## src/rtl/lif_pkg.sv

```systemverilog
// Shared definitions for the LIF neuron and its configuration loader:
// field widths, CFG byte layout, loader states and the frame checksum.
package lif_pkg;

  localparam int W_WEIGHT = 3;
  localparam int W_LEAK   = 2;
  localparam int W_THR    = 8;

  // Bit positions of each field's MSB inside the CFG byte.
  localparam int WA_MSB = 7;
  localparam int WB_MSB = 4;
  localparam int LK_MSB = 1;

  localparam logic [7:0] HEADER_DEFAULT = 8'hA5;

  typedef enum logic [2:0] {
    ST_IDLE,
    ST_CFG,
    ST_THMIN,
    ST_THMAX,
    ST_CSUM
  } load_state_t;

  function automatic logic [7:0] frame_csum(input logic [7:0] cfg,
                                            input logic [7:0] thmin,
                                            input logic [7:0] thmax);
    return cfg ^ thmin ^ thmax;
  endfunction

endpackage

```

## src/rtl/lif_frame_timer.sv

```systemverilog
// Saturating inactivity counter: expired pulses on the idle cycle whose
// edge brings the count up to TIMEOUT_CYC.
module lif_frame_timer #(
  parameter int TIMEOUT_CYC = 16
) (
  input  logic clk,
  input  logic reset,
  input  logic clr,
  input  logic run,
  output logic expired
);

  localparam int W = $clog2(TIMEOUT_CYC + 1);
  localparam logic [W-1:0] LIMIT = W'(TIMEOUT_CYC);

  logic [W-1:0] count;

  // NOTE: sequential state uses non-blocking assignments so every register
  // samples the pre-edge values, regardless of process ordering.
  always_ff @(posedge clk or posedge reset) begin
    if (reset) begin
      count <= '0;
    end else if (clr) begin
      count <= '0;
    end else if (run && count != LIMIT) begin
      count <= count + 1'b1;
    end
  end

  assign expired = run && !clr && (count == LIMIT - 1'b1);

endmodule

```

## src/rtl/lif_param_loader.sv

```systemverilog
// Byte-serial parameter loader: validates HEADER/CFG/THMIN/THMAX/CSUM
// frames and commits the whole parameter set atomically on CSUM.
module lif_param_loader
  import lif_pkg::*;
#(
  parameter logic [7:0]       HEADER      = HEADER_DEFAULT,
  parameter int               TIMEOUT_CYC = 16,
  parameter logic [W_THR-1:0] RST_THR_MIN = 8'd20,
  parameter logic [W_THR-1:0] RST_THR_MAX = 8'd200
) (
  input  logic                clk,
  input  logic                reset,
  input  logic [7:0]          byte_in,
  input  logic                byte_valid,
  input  logic                params_clear,
  output logic [W_WEIGHT-1:0] weight_a,
  output logic [W_WEIGHT-1:0] weight_b,
  output logic [W_LEAK-1:0]   leak_config,
  output logic [W_THR-1:0]    threshold_min,
  output logic [W_THR-1:0]    threshold_max,
  output logic                params_ready,
  output logic                load_busy,
  output logic                load_error
);

  load_state_t state, next_state;

  logic [7:0]       shadow_cfg;
  logic [W_THR-1:0] shadow_thmin;
  logic [W_THR-1:0] shadow_thmax;

  logic load_cfg, load_thmin, load_thmax;
  logic commit, set_error, clear_error, discard;
  logic timer_run, timer_expired;

  assign timer_run = (state != ST_IDLE) && !byte_valid;

  lif_frame_timer #(
    .TIMEOUT_CYC(TIMEOUT_CYC)
  ) u_timer (
    .clk    (clk),
    .reset  (reset),
    .clr    (byte_valid),
    .run    (timer_run),
    .expired(timer_expired)
  );

  // NOTE: every signal driven here gets a default first, so no path through
  // the case statement can leave one unassigned and infer a latch.
  always_comb begin
    next_state  = state;
    load_cfg    = 1'b0;
    load_thmin  = 1'b0;
    load_thmax  = 1'b0;
    commit      = 1'b0;
    set_error   = 1'b0;
    clear_error = 1'b0;
    discard     = 1'b0;

    case (state)
      ST_IDLE: begin
        if (byte_valid && byte_in == HEADER) begin
          next_state  = ST_CFG;
          clear_error = 1'b1;
        end
      end
      ST_CFG: begin
        if (byte_valid) begin
          load_cfg   = 1'b1;
          next_state = ST_THMIN;
        end
      end
      ST_THMIN: begin
        if (byte_valid) begin
          load_thmin = 1'b1;
          next_state = ST_THMAX;
        end
      end
      ST_THMAX: begin
        if (byte_valid) begin
          load_thmax = 1'b1;
          next_state = ST_CSUM;
        end
      end
      ST_CSUM: begin
        if (byte_valid) begin
          next_state = ST_IDLE;
          if (byte_in == frame_csum(shadow_cfg, shadow_thmin, shadow_thmax) &&
              shadow_thmin <= shadow_thmax) begin
            commit = 1'b1;
          end else begin
            set_error = 1'b1;
          end
        end
      end
      default: next_state = ST_IDLE;
    endcase

    // The timer only expires on a cycle with no byte, so it never races a transition.
    if (timer_expired) begin
      next_state = ST_IDLE;
      set_error  = 1'b1;
      discard    = 1'b1;
    end
  end

  always_ff @(posedge clk or posedge reset) begin
    if (reset) begin
      state <= ST_IDLE;
    end else begin
      state <= next_state;
    end
  end

  // NOTE: the shadow registers are reset like any other state so that an
  // aborted or fresh frame never starts from unknown contents.
  always_ff @(posedge clk or posedge reset) begin
    if (reset) begin
      shadow_cfg   <= '0;
      shadow_thmin <= '0;
      shadow_thmax <= '0;
    end else if (discard) begin
      shadow_cfg   <= '0;
      shadow_thmin <= '0;
      shadow_thmax <= '0;
    end else begin
      if (load_cfg)   shadow_cfg   <= byte_in;
      if (load_thmin) shadow_thmin <= byte_in;
      if (load_thmax) shadow_thmax <= byte_in;
    end
  end

  always_ff @(posedge clk or posedge reset) begin
    if (reset) begin
      weight_a      <= '0;
      weight_b      <= '0;
      leak_config   <= '0;
      threshold_min <= RST_THR_MIN;
      threshold_max <= RST_THR_MAX;
    end else if (commit) begin
      weight_a      <= shadow_cfg[WA_MSB -: W_WEIGHT];
      weight_b      <= shadow_cfg[WB_MSB -: W_WEIGHT];
      leak_config   <= shadow_cfg[LK_MSB -: W_LEAK];
      threshold_min <= shadow_thmin;
      threshold_max <= shadow_thmax;
    end
  end

  // A commit on the same edge as params_clear leaves params_ready set.
  always_ff @(posedge clk or posedge reset) begin
    if (reset) begin
      params_ready <= 1'b0;
      load_error   <= 1'b0;
    end else begin
      if (commit)            params_ready <= 1'b1;
      else if (params_clear) params_ready <= 1'b0;

      if (set_error)        load_error <= 1'b1;
      else if (clear_error) load_error <= 1'b0;
    end
  end

  assign load_busy = (state != ST_IDLE);

endmodule

```

## config.mk

```make
export PLATFORM = sky130hd
export DESIGN_NAME = lif_param_loader
export DESIGN_NICKNAME = d
export VERILOG_FILES = /design/src/rtl/lif_pkg.sv /design/src/rtl/lif_frame_timer.sv /design/src/rtl/lif_param_loader.sv
export SDC_FILE = /design/constraint.sdc
export NUM_CORES = 1
export LEC_CHECK = 0
export CAP_MARGIN = 20
export CORE_AREA = 2 2 58 114
export DETAILED_ROUTE_END_ITERATION = 12
export DIE_AREA = 0 0 60 116
export PLACE_DENSITY_LB_ADDON = 0.2
export SYNTH_ARGS = -nofsm -noshare
export SYNTH_HDL_FRONTEND = slang
export SYNTH_SLANG_ARGS = --single-unit
```

## constraint.sdc

```tcl
create_clock -name clk -period 2.2 [get_ports clk]
set_input_delay 0.44 -clock clk [delete_from_list [all_inputs] [get_ports clk]]
set_output_delay 0.44 -clock clk [all_outputs]
set_load 0.02 [all_outputs]
```

# After elaboration in Yosys (flattened, before gate mapping)
# Cells that the tools add are included.
# word_totals
ff_bits	58
input_bits	12
output_inout_bits	27
# classes
n_addsub	1
order_cmp	1
eq_ne	13
muxes	33
bitwise_logic	2
n_reduce_logical	16
# ops
cell	count
8-bit 2-to-1 mux	6
1-bit 2-to-1 mux	18
3-bit 2-to-1 mux	6
8-bit bitwise XOR	2
3-bit != test (second input constant)	5
3-bit one-hot mux with 5 select lines	1
2-bit nonzero test	6
5-bit 2-to-1 mux	2
8-bit equality test	1
8-bit equality test (second input constant)	1
8-bit less-or-equal comparator	1
3-bit by 2-bit equality test with 1-bit output (second input constant)	2
1-bit logical AND	6
5-bit by 1-bit adder with 5-bit output (second input constant)	1
5-bit by 4-bit equality test with 1-bit output (second input constant)	1
5-bit != test (second input constant)	1
5-bit AND reduction	1
3-bit by 1-bit equality test with 1-bit output (second input constant)	1
3-bit equality test (second input constant)	1
3-bit logical NOT	1
3-bit nonzero test	1
1-bit logical NOT	1

# Depth between registers and ports, before layout
# depth
ltp_word	9
depth_mapped	9
mapped_depth_nobuf	8

# By module
# A second synthesis with hierarchy kept.
# hier_totals
cells_unflattened	255
area_unflattened_um2	2967.8
# by_module_without_submodules
mod	instances	cells_each	area_each_um2
lif_param_loader	1	223	2641.3
lif_frame_timer	1	32	326.6

# Least setup slack after synthesis
# Ideal clock, no wire load.
# synth_timing
path_type	reg2reg
from	register shadow_thmin[1]
to	register leak_config[0]
setup_ns	0.125
arrival_time_ns	1.897
slack_ns	0.178
stages_incl_launch_ff	9
n_path_buf	1
period_less_slack_ns	2.022
cell_sequence	dfrtp_1 > ha_1 > nor2b_1 > o211ai_1 > a21oi_1 > o22ai_1 > nand3_4 > buf_6 > mux2_4
# synth_between
elab_chain_cells	7
elab_cells_between_ends	8
cone_classes	1 x order compare; 1 x eq/ne; 3 x mux; 2 x bitwise; 1 x reduce/logical
# synth_rtl
item	line	rtl
start: declaration	lif_param_loader.sv:29	logic [W_THR-1:0] shadow_thmin;
start signal: assignment	lif_param_loader.sv:128	if (load_thmin) shadow_thmin <= byte_in;
branches (longest 3 deep; another with 8-bit less-or-equal comparator)	n/a	
1-bit logical AND (*)	lif_param_loader.sv:88	if (byte_in == frame_csum(shadow_cfg, shadow_thmin, shadow_thmax) &&
1-bit 2-to-1 mux (*)	lif_param_loader.sv:88	
1-bit 2-to-1 mux (*)	lif_param_loader.sv:86	if (byte_valid) begin
1-bit 2-to-1 mux (*)	lif_param_loader.sv:60	case (state)
end signal: assignment	lif_param_loader.sv:143	leak_config <= shadow_cfg[LK_MSB -: W_LEAK];
end: declaration	lif_param_loader.sv:18	output logic [W_LEAK-1:0] leak_config,
# Mark *: on every way between the ends.
# A chain may end at the register's enable or synchronous reset.

# Final worst setup path
# layout_timing
from	register state[0]
to	output port load_busy
# layout_between
elab_chain_cells	1
# layout_rtl
item	line	rtl
start: declaration	lif_param_loader.sv:26	load_state_t state, next_state;
start signal: assignment	lif_param_loader.sv:111	state <= next_state;
3-bit nonzero test	lif_param_loader.sv:163	assign load_busy = (state != ST_IDLE);
end: declaration	lif_param_loader.sv:22	output logic load_busy,
# No other way between the ends.

==> metrics.log <==
INFO  metric vias = 2013
INFO  metric final.hold.worst_slack = 484.7 ps
INFO  metric final_design_area_no_fill = 3787 um^2
INFO  metric global_route.usage.met1 = around 23%
INFO  metric tritoncts.num_buffers = 9
INFO  metric critical_path.endpoint_type = output pin
INFO  metric die_w = around 60 um
INFO  metric hold_viol = 0
INFO  metric nets = 340
INFO  metric grt_overflow = 0
INFO  metric place_worst_setup_slack = -149.7 ps
INFO  metric grt_first_pass_wirelength = 9.949 mm
INFO  metric setup.worst_path.class = reg2out
INFO  metric initial_utilization = 47.71%
INFO  metric routabilityCongestion = between 0.8 and 0.9
INFO  metric route.detailed.vias_per_inst = 4.958
INFO  metric post_dp_cell_area = 3517 um^2
INFO  metric timing.critical_path.buf_inv = 1
INFO  metric cpLargestDelayFamily = simple AND/OR/NAND/NOR gates
INFO  metric grt_antenna_before_repair = 0
INFO  metric finalSetupViolations = 0
INFO  metric max_clock_freq = between 0.4 and 0.5 GHz
INFO  metric seq_area_frac_synth = 50.45%
INFO  metric finalClockSkew = 3.757 ps
INFO  metric period_share = 93.10%
INFO  metric io_pins = 39
INFO  metric timing.max_cap.violations = 0
INFO  metric drtPass1Iterations = 4
INFO  metric rows = 40
INFO  metric tightest_slew = 309.2 ps
INFO  metric coreArea = ~6000 um^2
INFO  metric critPathMaxFanout = 8
INFO  metric grt_use_met2 = 32.10%
INFO  metric grt_resource_usage_total = 19.69%
INFO  metric crit_arrival = 1610 ps
INFO  metric drt_wl_total = 5.868 mm
INFO  metric fraction_of_final_layout_cells_with_drive_strength_greater_than_1 = between 20% and 30%
INFO  metric power-per-cell-area = 1156 nW/um^2
INFO  metric post_cts_resize_count = 1
INFO  metric first_global_vias = 2086
INFO  metric buffer_levels_on_the_longest_clock_path = 2
INFO  metric cts_tree = yes
INFO  metric grt.busiest_layer = met2
INFO  metric kind_of_start_point_of_the_critical_path = register
INFO  metric worst_hold_path_type = in2async
INFO  metric ys_types = 35
INFO  metric synth-warning-count = 0
INFO  metric leakage = 1.793 nW
INFO  metric wl_per_cell = 14.45 um
INFO  metric post-cts-setup-buffers = 0
INFO  metric htreeDepth = 3
INFO  metric maximum_number_of_pins_on_one_net_before_global_route_repair = 59
INFO  metric unrepaired_setup_endpoints_after_global_routing = no
INFO  metric power.ir.vdd_worst = 698.2 uV
INFO  metric cts.reportedPaths.clkPinSlew = around 50 ps
INFO  metric clock_latency_of_the_later_clocked_register_in_the_worst_skew_pair = about 330 ps
INFO  metric postSynthNetCount = ~280
INFO  metric insertedDiodeCount = 0
INFO  metric cts_hold_buffers = 0
INFO  metric synth.cell_area = just under 3000 um^2
INFO  metric die_area = 6960 um^2
INFO  metric cts.sink_count = 58
INFO  metric worstPathRequired = roughly 1800 ps
INFO  metric synthesis.area_per_instance = 11.11 um^2
INFO  metric detail-route-antenna-nets = 0
INFO  metric grt_use_met3 = 4.464%
INFO  metric cpPeakStageDelay = about 480 ps
INFO  metric yosys_register_bits = 58
INFO  metric syn_to_final_growth = 31.10%
INFO  metric place.detailed.hpwl = 4.333 mm
INFO  metric cts_root_buffer = clkbuf_16
INFO  metric place.port_buffers = 38
INFO  metric drt_iter0_drc = 65
INFO  metric vert_die_dim = 116 um
INFO  metric gate_count_of_the_mapped_netlist = 260
INFO  metric timing.final.crit_period = 2048 ps
INFO  metric max_slew_margin = 79.39%
INFO  metric path_cells = or3_1 -> dlygate4sd2_1
INFO  metric finalMaxSlewViolations = 0
INFO  metric finalWorstSetupSlack = 151.8 ps
INFO  metric run_status = complete, no violations
INFO  metric drc_errors = 0
INFO  metric cpMaxStageDelayCell = or3_1
sequential cells by signal (all words and copies together) (netlist names):
register / cells
threshold_max: 8
shadow_thmax: 8
shadow_thmin: 8
weight_b: 3
params_ready: 1
state: 3
weight_a: 3
shadow_cfg: 8
threshold_min: 8
load_error: 1
leak_config: 2
u_timer.count: 5
per-layer routing:
layer,share of wire (%),vias up
met3,2.9,17
met2,53,35
met4,3.5,0
met1,40,957
li1,-,1004
met5,0,-
final cells by class:
| type | count | area (um^2) |
|---|---|---|
| Clock inverter | 3 | 15.01 |
| Timing Repair Buffer | 57 | 584.3 |
| Tap cell | 84 | 105.1 |
| Fill cell | 510 | 2268 |
| Multi-Input combinational cell | 175 | 1315 |
| Clock buffer | 13 | 250.2 |
| Sequential cell | 58 | 1458 |
| Inverter | 16 | 60.06 |
logic make-up after synthesis:
family / share of synthesized area (%)
fa+ha+maj: 4.764
flops: 50.45
simple gates: 11.35
buf+inv: 4.244
xor+xnor: 7.882
mux: 12.21
compound gates: 9.095
Yosys cell counts:
cell type	number	area share [%]
or3_1	1	0.22
o21ai_0	30	5.2
o22ai_1	1	0.22
o311a_1	1	0.35
buf_2	5	0.87
a22oi_1	1	0.26
a32o_1	1	0.35
nor2_1	8	1.0
inv_1	16	2.1
nor2b_1	2	0.43
buf_6	2	0.78
xnor2_1	20	6.1
a221o_1	1	0.35
mux2_2	6	2.3
nand4_1	5	1.1
ha_1	11	4.8
dfstp_2	5	4.5
dfrtp_1	53	46
o211ai_1	1	0.26
nand2b_1	1	0.22
nor4b_2	1	0.52
nand3_1	11	1.9
nor2_2	1	0.22
o31ai_1	2	0.52
nand3_4	1	0.61
mux2_4	19	9.9
and3_1	2	0.43
a22o_1	1	0.30
clkbuf_1	4	0.52
or2_2	1	0.22
nor4b_1	1	0.30
a21oi_1	6	1.0
a21o_1	1	0.26
xor2_1	6	1.8
nand2_1	32	4.2
power breakdown:
part | internal, W | switching, W | leakage, nW | total (W)
sequential | 0.00134 | 0.000307 | 0.743 | 0.00165
combinational | 0.000734 | 0.000771 | 0.917 | 0.00150
clock | 0.000784 | 0.000440 | 0.133 | 0.00122
total | 0.00286 | 0.00152 | 1.79 | 0.00438
worst reg2reg max path, cell delays in order (launching register included):
cell      delay [ps]
dfrtp_1          420
ha_1             320
nor2b_1          130
o211ai_1         170
a21oi_1          100
o22ai_2          160
nand3_4          110
buf_12           180
mux2_4           310
through the flow:
stage	std cells	utilization [%]	setup TNS, ps	power, W
2_1_floorplan	260	-	0	0.002669
3_3_place_gp	390	58.08	-3059	0.003146
5_1_grt	406	62.54	0	0.004676
4_1_cts	406	62.44	0	0.004421
3_5_place_dp	390	58.08	-3071	0.003176
6_report	406	62.54	0	0.004377
path summary, 6_finish.rpt:
path	depth (start not counted)	from	to	slack, ps
setup / recovery	2	state[0]$_DFFE_PP0P_	load_busy	150
hold / removal	3	reset	threshold_min[6]$_DFFE_PP0P_	480
setup reg to reg	8	shadow_thmin[1]$_DFFE_PP0P_	threshold_max[2]$_DFFE_PP0P_	170
hold reg to reg	1	threshold_min[7]$_DFFE_PP0P_	threshold_min[7]$_DFFE_PP0P_	510
max in group asynchronous	3	reset	threshold_max[7]$_DFFE_PP1P_	1410
min in group clk	1	threshold_min[7]$_DFFE_PP0P_	threshold_min[7]$_DFFE_PP0P_	510
placed cells by master (no fill, tap or decap), drive strengths merged:
master,instances
a21o,1
nand2b,1
dfrtp,53
o31ai,2
or2,1
clkinv,3
o21ai,30
nand3,12
nor4b,2
a32o,1
mux2,25
xor2,6
nor2b,2
nor2,9
a21oi,6
dfstp,5
a22o,1
nand4,5
o22ai,1
xnor2,20
a22oi,1
ha,11
nand2,32
inv,16
buf,19
clkdlybuf4s50,37
o211ai,1
clkbuf,13
a221o,1
dlygate4sd2,1
and3,2
or3,1
o311a,1
Power figures use the tool's default switching activity.
